===== src/rtl/przebieg_pkg.sv =====
`default_nettype none
// +----------------------------------------------------------------------------+
// | Module   : przebieg_pkg                                                    |
// | Purpose  : Definitions shared by the 12-step LED waveform generator and    |
// |            its receive-side detector: pattern length, default pattern and  |
// |            the detector state encoding.                                    |
// | Ports    : none (package)                                                  |
// | Revision : 1.0 - initial release                                           |
// +----------------------------------------------------------------------------+
package przebieg_pkg;

  // Number of symbols in one pattern frame.
  localparam int unsigned PAT_LEN = 12;

  // Bit i is symbol i in time order: 0,0,0,1,0,1,1,1,0,0,1,1.
  localparam logic [PAT_LEN-1:0] DEF_PATTERN = 12'hCE8;

  // Detector states.
  typedef enum logic [0:0] {
    HUNT = 1'b0,
    LOCK = 1'b1
  } state_e;

endpackage : przebieg_pkg
`default_nettype wire


===== src/rtl/przebieg_sync_edge.sv =====
`default_nettype none
// +----------------------------------------------------------------------------+
// | Module   : przebieg_sync_edge                                              |
// | Purpose  : 2-FF synchroniser for the asynchronous serial waveform,         |
// |            optional 3-sample glitch filter, and a change detector.         |
// | Ports    : clk_i   - system clock                                          |
// |            rst_ni  - asynchronous active-low reset                         |
// |            in_i    - asynchronous serial input                             |
// |            level_o - synchronised (and optionally filtered) level          |
// |            edge_o  - high in the cycle level_o differs from its last value |
// | Config   : PRZEBIEG_GLITCH_FILTER_EN - when defined, a level change only   |
// |            propagates after 3 consecutive equal synchronised samples       |
// |            (2 extra cycles of latency, pulses < 3 cycles are dropped).     |
// | Revision : 1.0 - initial release                                           |
// +----------------------------------------------------------------------------+
module przebieg_sync_edge (
  input  logic clk_i,
  input  logic rst_ni,
  input  logic in_i,
  output logic level_o,
  output logic edge_o
);

  logic meta_q;
  logic sync_q;
  logic prev_q;
  logic w_level;

  always_ff @(posedge clk_i or negedge rst_ni) begin
    if (!rst_ni) begin
      meta_q <= 1'b0;
      sync_q <= 1'b0;
    end else begin
      meta_q <= in_i;
      sync_q <= meta_q;
    end
  end

`ifdef PRZEBIEG_GLITCH_FILTER_EN
  logic hist1_q;
  logic hist2_q;
  logic filt_q;
  logic w_stable;

  // The current sample plus two history samples must agree before the
  // filtered level follows; otherwise the last accepted level is held.
  assign w_stable = (sync_q == hist1_q) && (hist1_q == hist2_q);
  assign w_level  = w_stable ? sync_q : filt_q;

  always_ff @(posedge clk_i or negedge rst_ni) begin
    if (!rst_ni) begin
      hist1_q <= 1'b0;
      hist2_q <= 1'b0;
      filt_q  <= 1'b0;
    end else begin
      hist1_q <= sync_q;
      hist2_q <= hist1_q;
      filt_q  <= w_level;
    end
  end
`else
  assign w_level = sync_q;
`endif

  always_ff @(posedge clk_i or negedge rst_ni) begin
    if (!rst_ni) begin
      prev_q <= 1'b0;
    end else begin
      prev_q <= w_level;
    end
  end

  assign level_o = w_level;
  assign edge_o  = w_level ^ prev_q;

endmodule : przebieg_sync_edge
`default_nettype wire


===== src/rtl/przebieg_detektor.sv =====
`default_nettype none
// +----------------------------------------------------------------------------+
// | Module   : przebieg_detektor                                               |
// | Purpose  : Receive side of the 12-step LED waveform link. Recovers symbol  |
// |            timing from edges, samples mid-symbol and recognises PATTERN.   |
// | Ports    : iCLK       - system clock                                       |
// |            iRST_n     - asynchronous active-low reset                      |
// |            iIN        - asynchronous serial waveform                       |
// |            oSYM       - most recently sampled symbol                       |
// |            oMATCH     - one-cycle pulse per complete pattern               |
// |            oLOCK      - high while tracking the pattern symbol-by-symbol   |
// |            oERR       - one-cycle pulse on a symbol mismatch while locked  |
// |            oMATCH_CNT - saturating count of oMATCH pulses                  |
// | Config   : PRZEBIEG_GLITCH_FILTER_EN (see przebieg_sync_edge)              |
// | Revision : 1.0 - initial release                                           |
// +----------------------------------------------------------------------------+
module przebieg_detektor
  import przebieg_pkg::*;
#(
  parameter int unsigned        CLK_PER_SYM = 2000000,
  parameter logic [PAT_LEN-1:0] PATTERN     = DEF_PATTERN,
  parameter int unsigned        CNT_W       = 8
) (
  input  logic             iCLK,
  input  logic             iRST_n,
  input  logic             iIN,
  output logic             oSYM,
  output logic             oMATCH,
  output logic             oLOCK,
  output logic             oERR,
  output logic [CNT_W-1:0] oMATCH_CNT
);

  localparam int unsigned     PH_W      = $clog2(CLK_PER_SYM);
  localparam logic [PH_W-1:0] PH_LAST   = PH_W'(CLK_PER_SYM - 1);
  localparam logic [PH_W-1:0] PH_SAMPLE = PH_W'(CLK_PER_SYM / 2 - 1);
  localparam int unsigned     VC_W      = $clog2(PAT_LEN + 1);
  localparam logic [VC_W-1:0] VC_FULL   = VC_W'(PAT_LEN);
  localparam int unsigned     IDX_W     = $clog2(PAT_LEN);
  localparam logic [IDX_W-1:0] IDX_LAST = IDX_W'(PAT_LEN - 1);
  localparam logic [CNT_W-1:0] CNT_MAX  = {CNT_W{1'b1}};

  logic w_level;
  logic w_edge;
  logic w_sample;

  state_e             state_q, state_d;
  logic [PH_W-1:0]    phase_q, phase_d;
  logic [PAT_LEN-1:0] shreg_q, shreg_d;
  logic [VC_W-1:0]    vcnt_q,  vcnt_d;
  logic [IDX_W-1:0]   idx_q,   idx_d;
  logic               sym_q,   sym_d;
  logic               match_q, match_d;
  logic               err_q,   err_d;
  logic [CNT_W-1:0]   cnt_q,   cnt_d;

  przebieg_sync_edge u_sync_edge (
    .clk_i   (iCLK),
    .rst_ni  (iRST_n),
    .in_i    (iIN),
    .level_o (w_level),
    .edge_o  (w_edge)
  );

  // Free-running symbol phase, re-zeroed by every edge so the sample point
  // lands half a symbol after the last transition. Runs of equal symbols
  // are covered by the wrap.
  always_comb begin
    phase_d = phase_q + 1'b1;
    if (w_edge || (phase_q == PH_LAST)) begin
      phase_d = '0;
    end
  end

  // An edge at the sample point means timing is being corrected right now;
  // the sample is suppressed rather than taken on a transition.
  assign w_sample = (phase_q == PH_SAMPLE) && !w_edge;

  // All decisions are made in the sample cycle on the new shift-register
  // contents and registered, so oMATCH/oERR appear one cycle later.
  always_comb begin
    state_d = state_q;
    shreg_d = shreg_q;
    vcnt_d  = vcnt_q;
    idx_d   = idx_q;
    sym_d   = sym_q;
    match_d = 1'b0;
    err_d   = 1'b0;
    if (w_sample) begin
      sym_d   = w_level;
      shreg_d = {w_level, shreg_q[PAT_LEN-1:1]};
      if (vcnt_q != VC_FULL) begin
        vcnt_d = vcnt_q + 1'b1;
      end
      case (state_q)
        HUNT: begin
          if ((vcnt_d == VC_FULL) && (shreg_d == PATTERN)) begin
            match_d = 1'b1;
            state_d = LOCK;
            idx_d   = '0;
          end
        end
        LOCK: begin
          if (w_level == PATTERN[idx_q]) begin
            if (idx_q == IDX_LAST) begin
              idx_d   = '0;
              match_d = 1'b1;
            end else begin
              idx_d = idx_q + 1'b1;
            end
          end else begin
            err_d   = 1'b1;
            state_d = HUNT;
            vcnt_d  = '0;
          end
        end
        default: state_d = HUNT;
      endcase
    end
  end

  always_comb begin
    cnt_d = cnt_q;
    if (match_d && (cnt_q != CNT_MAX)) begin
      cnt_d = cnt_q + 1'b1;
    end
  end

  always_ff @(posedge iCLK or negedge iRST_n) begin
    if (!iRST_n) begin
      state_q <= HUNT;
      phase_q <= '0;
      shreg_q <= '0;
      vcnt_q  <= '0;
      idx_q   <= '0;
      sym_q   <= 1'b0;
      match_q <= 1'b0;
      err_q   <= 1'b0;
      cnt_q   <= '0;
    end else begin
      state_q <= state_d;
      phase_q <= phase_d;
      shreg_q <= shreg_d;
      vcnt_q  <= vcnt_d;
      idx_q   <= idx_d;
      sym_q   <= sym_d;
      match_q <= match_d;
      err_q   <= err_d;
      cnt_q   <= cnt_d;
    end
  end

  assign oSYM       = sym_q;
  assign oMATCH     = match_q;
  assign oERR       = err_q;
  assign oLOCK      = (state_q == LOCK);
  assign oMATCH_CNT = cnt_q;

endmodule : przebieg_detektor
`default_nettype wire


===== config.mk =====
export PLATFORM = sky130hd
export DESIGN_NAME = przebieg_detektor
export DESIGN_NICKNAME = d
export VERILOG_FILES = /design/src/rtl/przebieg_pkg.sv /design/src/rtl/przebieg_sync_edge.sv /design/src/rtl/przebieg_detektor.sv
export SDC_FILE = /design/constraint.sdc
export NUM_CORES = 1
export LEC_CHECK = 0
export ABC_AREA = 1
export CAP_MARGIN = 30
export CORE_UTILIZATION = 47
export CTS_CLUSTER_DIAMETER = 200
export DETAILED_ROUTE_END_ITERATION = 10
export GPL_ROUTABILITY_DRIVEN = 0
export GPL_TIMING_DRIVEN = 0
export PLACE_DENSITY = 0.74
export SETUP_SLACK_MARGIN = 0.02
export SLEW_MARGIN = 20
export SYNTH_ARGS = -nofsm -noshare
export SYNTH_HDL_FRONTEND = slang
export SYNTH_SLANG_ARGS = --single-unit
export TNS_END_PERCENT = 50

===== constraint.sdc =====
create_clock -name iCLK -period 1.8 [get_ports iCLK]
set_input_delay 0.36 -clock iCLK [delete_from_list [all_inputs] [get_ports iCLK]]
set_output_delay 0.36 -clock iCLK [all_outputs]
set_load 0.005 [all_outputs]

==> impl_metrics.ini <==
[placement]
dp_slack_ns = -0.0579
placedCellCount = 487
portBuffers = 14
dp_hpwl_um = 4480

[grt]
grt_pass1_wl_um = 10200
groute.usage.overall_pct = 19.7
grt_overflow_total = 0
grt_max_degree = 55
antenna_found_initial = 0
grt_pass1_vias = 2247

[worst_setup_path]
required_ns = 2.06
startpoint_type = register
cp_slowest_cell = dfrtp_1
critical-path-top-delay-family = simple AND/OR/NAND/NOR gates
path_class = reg2reg
critPathLaunch = vcnt_q[1]
r2r_start = vcnt_q[1]
worstPathArrival_ns = 1.99
cp_cell_sequence = inv_2 -> ha_4 -> nand3_2 -> nand2_2 -> nand2_4 -> nor2_2 -> nand3_2 -> nand2_4 -> nand2_4 -> nor2_8 -> nand3_2 -> nand2_1
reg2reg_depth = 12
critPathBufInv = 1
cpPeakStageDelay_ns = 0.42
worstPathMaxFanout = 6
reg2reg_to = oMATCH_CNT[2]
r2r_slack_ns = 0.07
cp_num_cells = 12
cp-end-kind = register
setup.worst_path.end = oMATCH_CNT[2]

[cts]
insertion_delay_ns = 0.31
clock_sinks = 54
cts_tree = built
root_buffer = clkbuf_8
htreeDepth = 2
cts_buffers = 5
cts_hold_buf = 0
clkTransAtPathRegs_ns = 0.10
max-clock-path-buffers = 2

[timing]
hold_viol = 0
worst_hold_slack_ns = 0.0775
fmax_mhz = 577
worst_slack_ns = 0.0665
rsz0062_at_grt = yes
maxSlewHeadroom_pct = 54.6
clock_skew_ns = 0.0118
setup_viol = 0
fin_crit_ns = 1.73
tightest_slew_ns = 0.681
post-route-period-util_pct = 96.3
drv_slew = 0

[final_layout]
area_growth_pct = 18.8
fin_cells = 505
utilization_pct = 57.7
multi_input_area_um2 = 1660
seqCellArea_um2 = 1350
fillers = 585
nNetsFinal = 436
drive_gt1_share_pct = 18.7
n_antenna_cell = 0

[synth]
synth.largest_area_cell = dfrtp_1
muxShareOfSynthArea_pct = 0
synth_top_cell_area_share_pct = 44.1
synthFlopType = dfrtp_1
ys_seq_area_share_pct = 44.1
synth_edf_count = 0
synthArstFlopShare_pct = 100
synth_cells = 396
synth_area_um2 = 3070
synthSimpleGateAreaFrac_pct = 36.5
yosys_warnings = 0
syn_area_per_cell_um2 = 7.74
synthAdderAreaFrac_pct = 2.45
yosys-top-cells-area = dfrtp_1 (44%), nand2_1 (13%), nor2_1 (6.2%)
syn_nets = 405
synth_top_family_by_area = simple AND/OR/NAND/NOR gates
ys_ff_latch = 54
synth.distinct_cells = 36
synth-compound-area-share_pct = 5.55
synthXorXnorAreaFrac_pct = 4.00

[routing]
vias_per_cell = 5.15
final_antenna_net_count = 0
wl_um = 6730
drt-initial-drc-count = 140
wire_per_inst_um = 13.3
drc = 0
num_vias = 2603
drtPass1Iterations = 5

[die]
initial_core_util_pct = 48.6
coreArea_um2 = 6310
io-pin-count = 15
die_w_um = 82.8
die_y_um = 82.8
die_area_um2 = 6850
fp-row-count = 29

[power_and_ir_drop]
p_leak_uw = 0.00161
vdd_drop_max_mv = 0.419
power.density_nw_per_um2 = 552

[run]
maxCapViolCount = 0

[worst_hold_path]
min_path_type = in2async

[outcome]
outcome = complete, no violations
==> worst min-delay path by stage <==
stage                        from  cells past startpoint             endpoint
2_1_floorplan              iRST_n                      0             idx_q[0]
5_1_grt                    iRST_n                      1           phase_q[9]
6_report                   iRST_n                      1           phase_q[9]
4_1_cts                    iRST_n                      1           phase_q[9]
3_3_place_gp   u_sync_edge.meta_q                      0  u_sync_edge.level_o
3_5_place_dp   u_sync_edge.meta_q                      0  u_sync_edge.level_o
==> power by group <==
part / switching (µW) / internal (µW) / total (µW) / leakage (µW)
logic: 65.2 / 32.7 / 97.9 / 0.000819
clock network: 391 / 275 / 667 / 0.0000452
registers: 19.8 / 1230 / 1250 / 0.000742
total: 476 / 1530 / 2010 / 0.00161
==> final cells by class <==
class | instances | area share (%)
repair buffers | 24 | 5.94
clock inverters | 2 | 0.378
inverters | 52 | 5.43
multi-input cells | 286 | 45.5
flip-flops and latches | 54 | 37.2
clock buffers | 6 | 1.99
well taps | 77 | 2.64
plain buffers | 4 | 0.927
==> metal layers <==
metal  track usage (%)  part of all wire, %  vias to the layer above
li1                  -                    -                     1328
met1              26.9                   46                     1203
met2              31.1                   48                       62
met3              4.15                  4.5                       10
met4              6.38                  1.5                        0
met5                 0                    0                        -
==> cell usage in the layout (no fill, tap or decap), types with 11 or more instances in the layout <==
cell             netlist  final
nand2_1              104     95
dfrtp_1               54     52
inv_1                 49     45
nor2_1                51     44
nand3_1               35     25
o21ai_0               18     18
clkdlybuf4s50_1        0     13
nor3_1                12     12
xor2_1                12     12
nand3_2                4     12
buf_4                  0     11
==> synth_stat cells, types with 2 or more instances <==
cell / count
a21oi_1: 6
buf_6: 2
dfrtp_1: 54
ha_1: 6
inv_1: 49
inv_2: 2
nand2_1: 104
nand2_2: 2
nand3_1: 35
nand3_2: 4
nand4_1: 9
nor2_1: 51
nor2_2: 2
nor2_4: 2
nor3_1: 12
nor3_2: 2
nor4_1: 3
o21ai_0: 18
o21ai_2: 4
xnor2_1: 2
xor2_1: 12
==> flip-flops by register name, summed over array words and instances (netlist names) <==
| register | cells |
|---|---|
| u_sync_edge.level_o | 1 |
| oMATCH_CNT | 8 |
| phase_q | 21 |
| u_sync_edge.meta_q | 1 |
| idx_q | 4 |
| oMATCH | 1 |
| shreg_q | 11 |
| vcnt_q | 4 |
| oERR | 1 |
| u_sync_edge.prev_q | 1 |
| oLOCK | 1 |
==> cells by family (layout without fill, tap and decap cells) <==
| group | Yosys count | count (layout) |
|---|---|---|
| buf+inv | 56 | 88 |
| flops | 54 | 54 |
| fa+ha+maj | 6 | 6 |
| xor+xnor | 14 | 14 |
| simple gates | 236 | 236 |
| compound gates | 30 | 30 |
==> through the flow <==
step	power (µW)	cell area [µm²]	TNS (ns)
2_1_floorplan	1310	3070	0
3_3_place_gp	1350	3300	-69.47
3_5_place_dp	1350	3300	-0.460
4_1_cts	2030	3420	0
5_1_grt	2100	3640	-0.398
6_report	2010	3640	0
==> repair_timing <==
action,CTS,global route
hold endpoints to repair,0,0
pin swaps,1,17
gates cloned,0,0
setup endpoints to repair,28,33
gates resized for setup,6,43
setup buffers,1,9
Power figures use the tool's default switching activity.
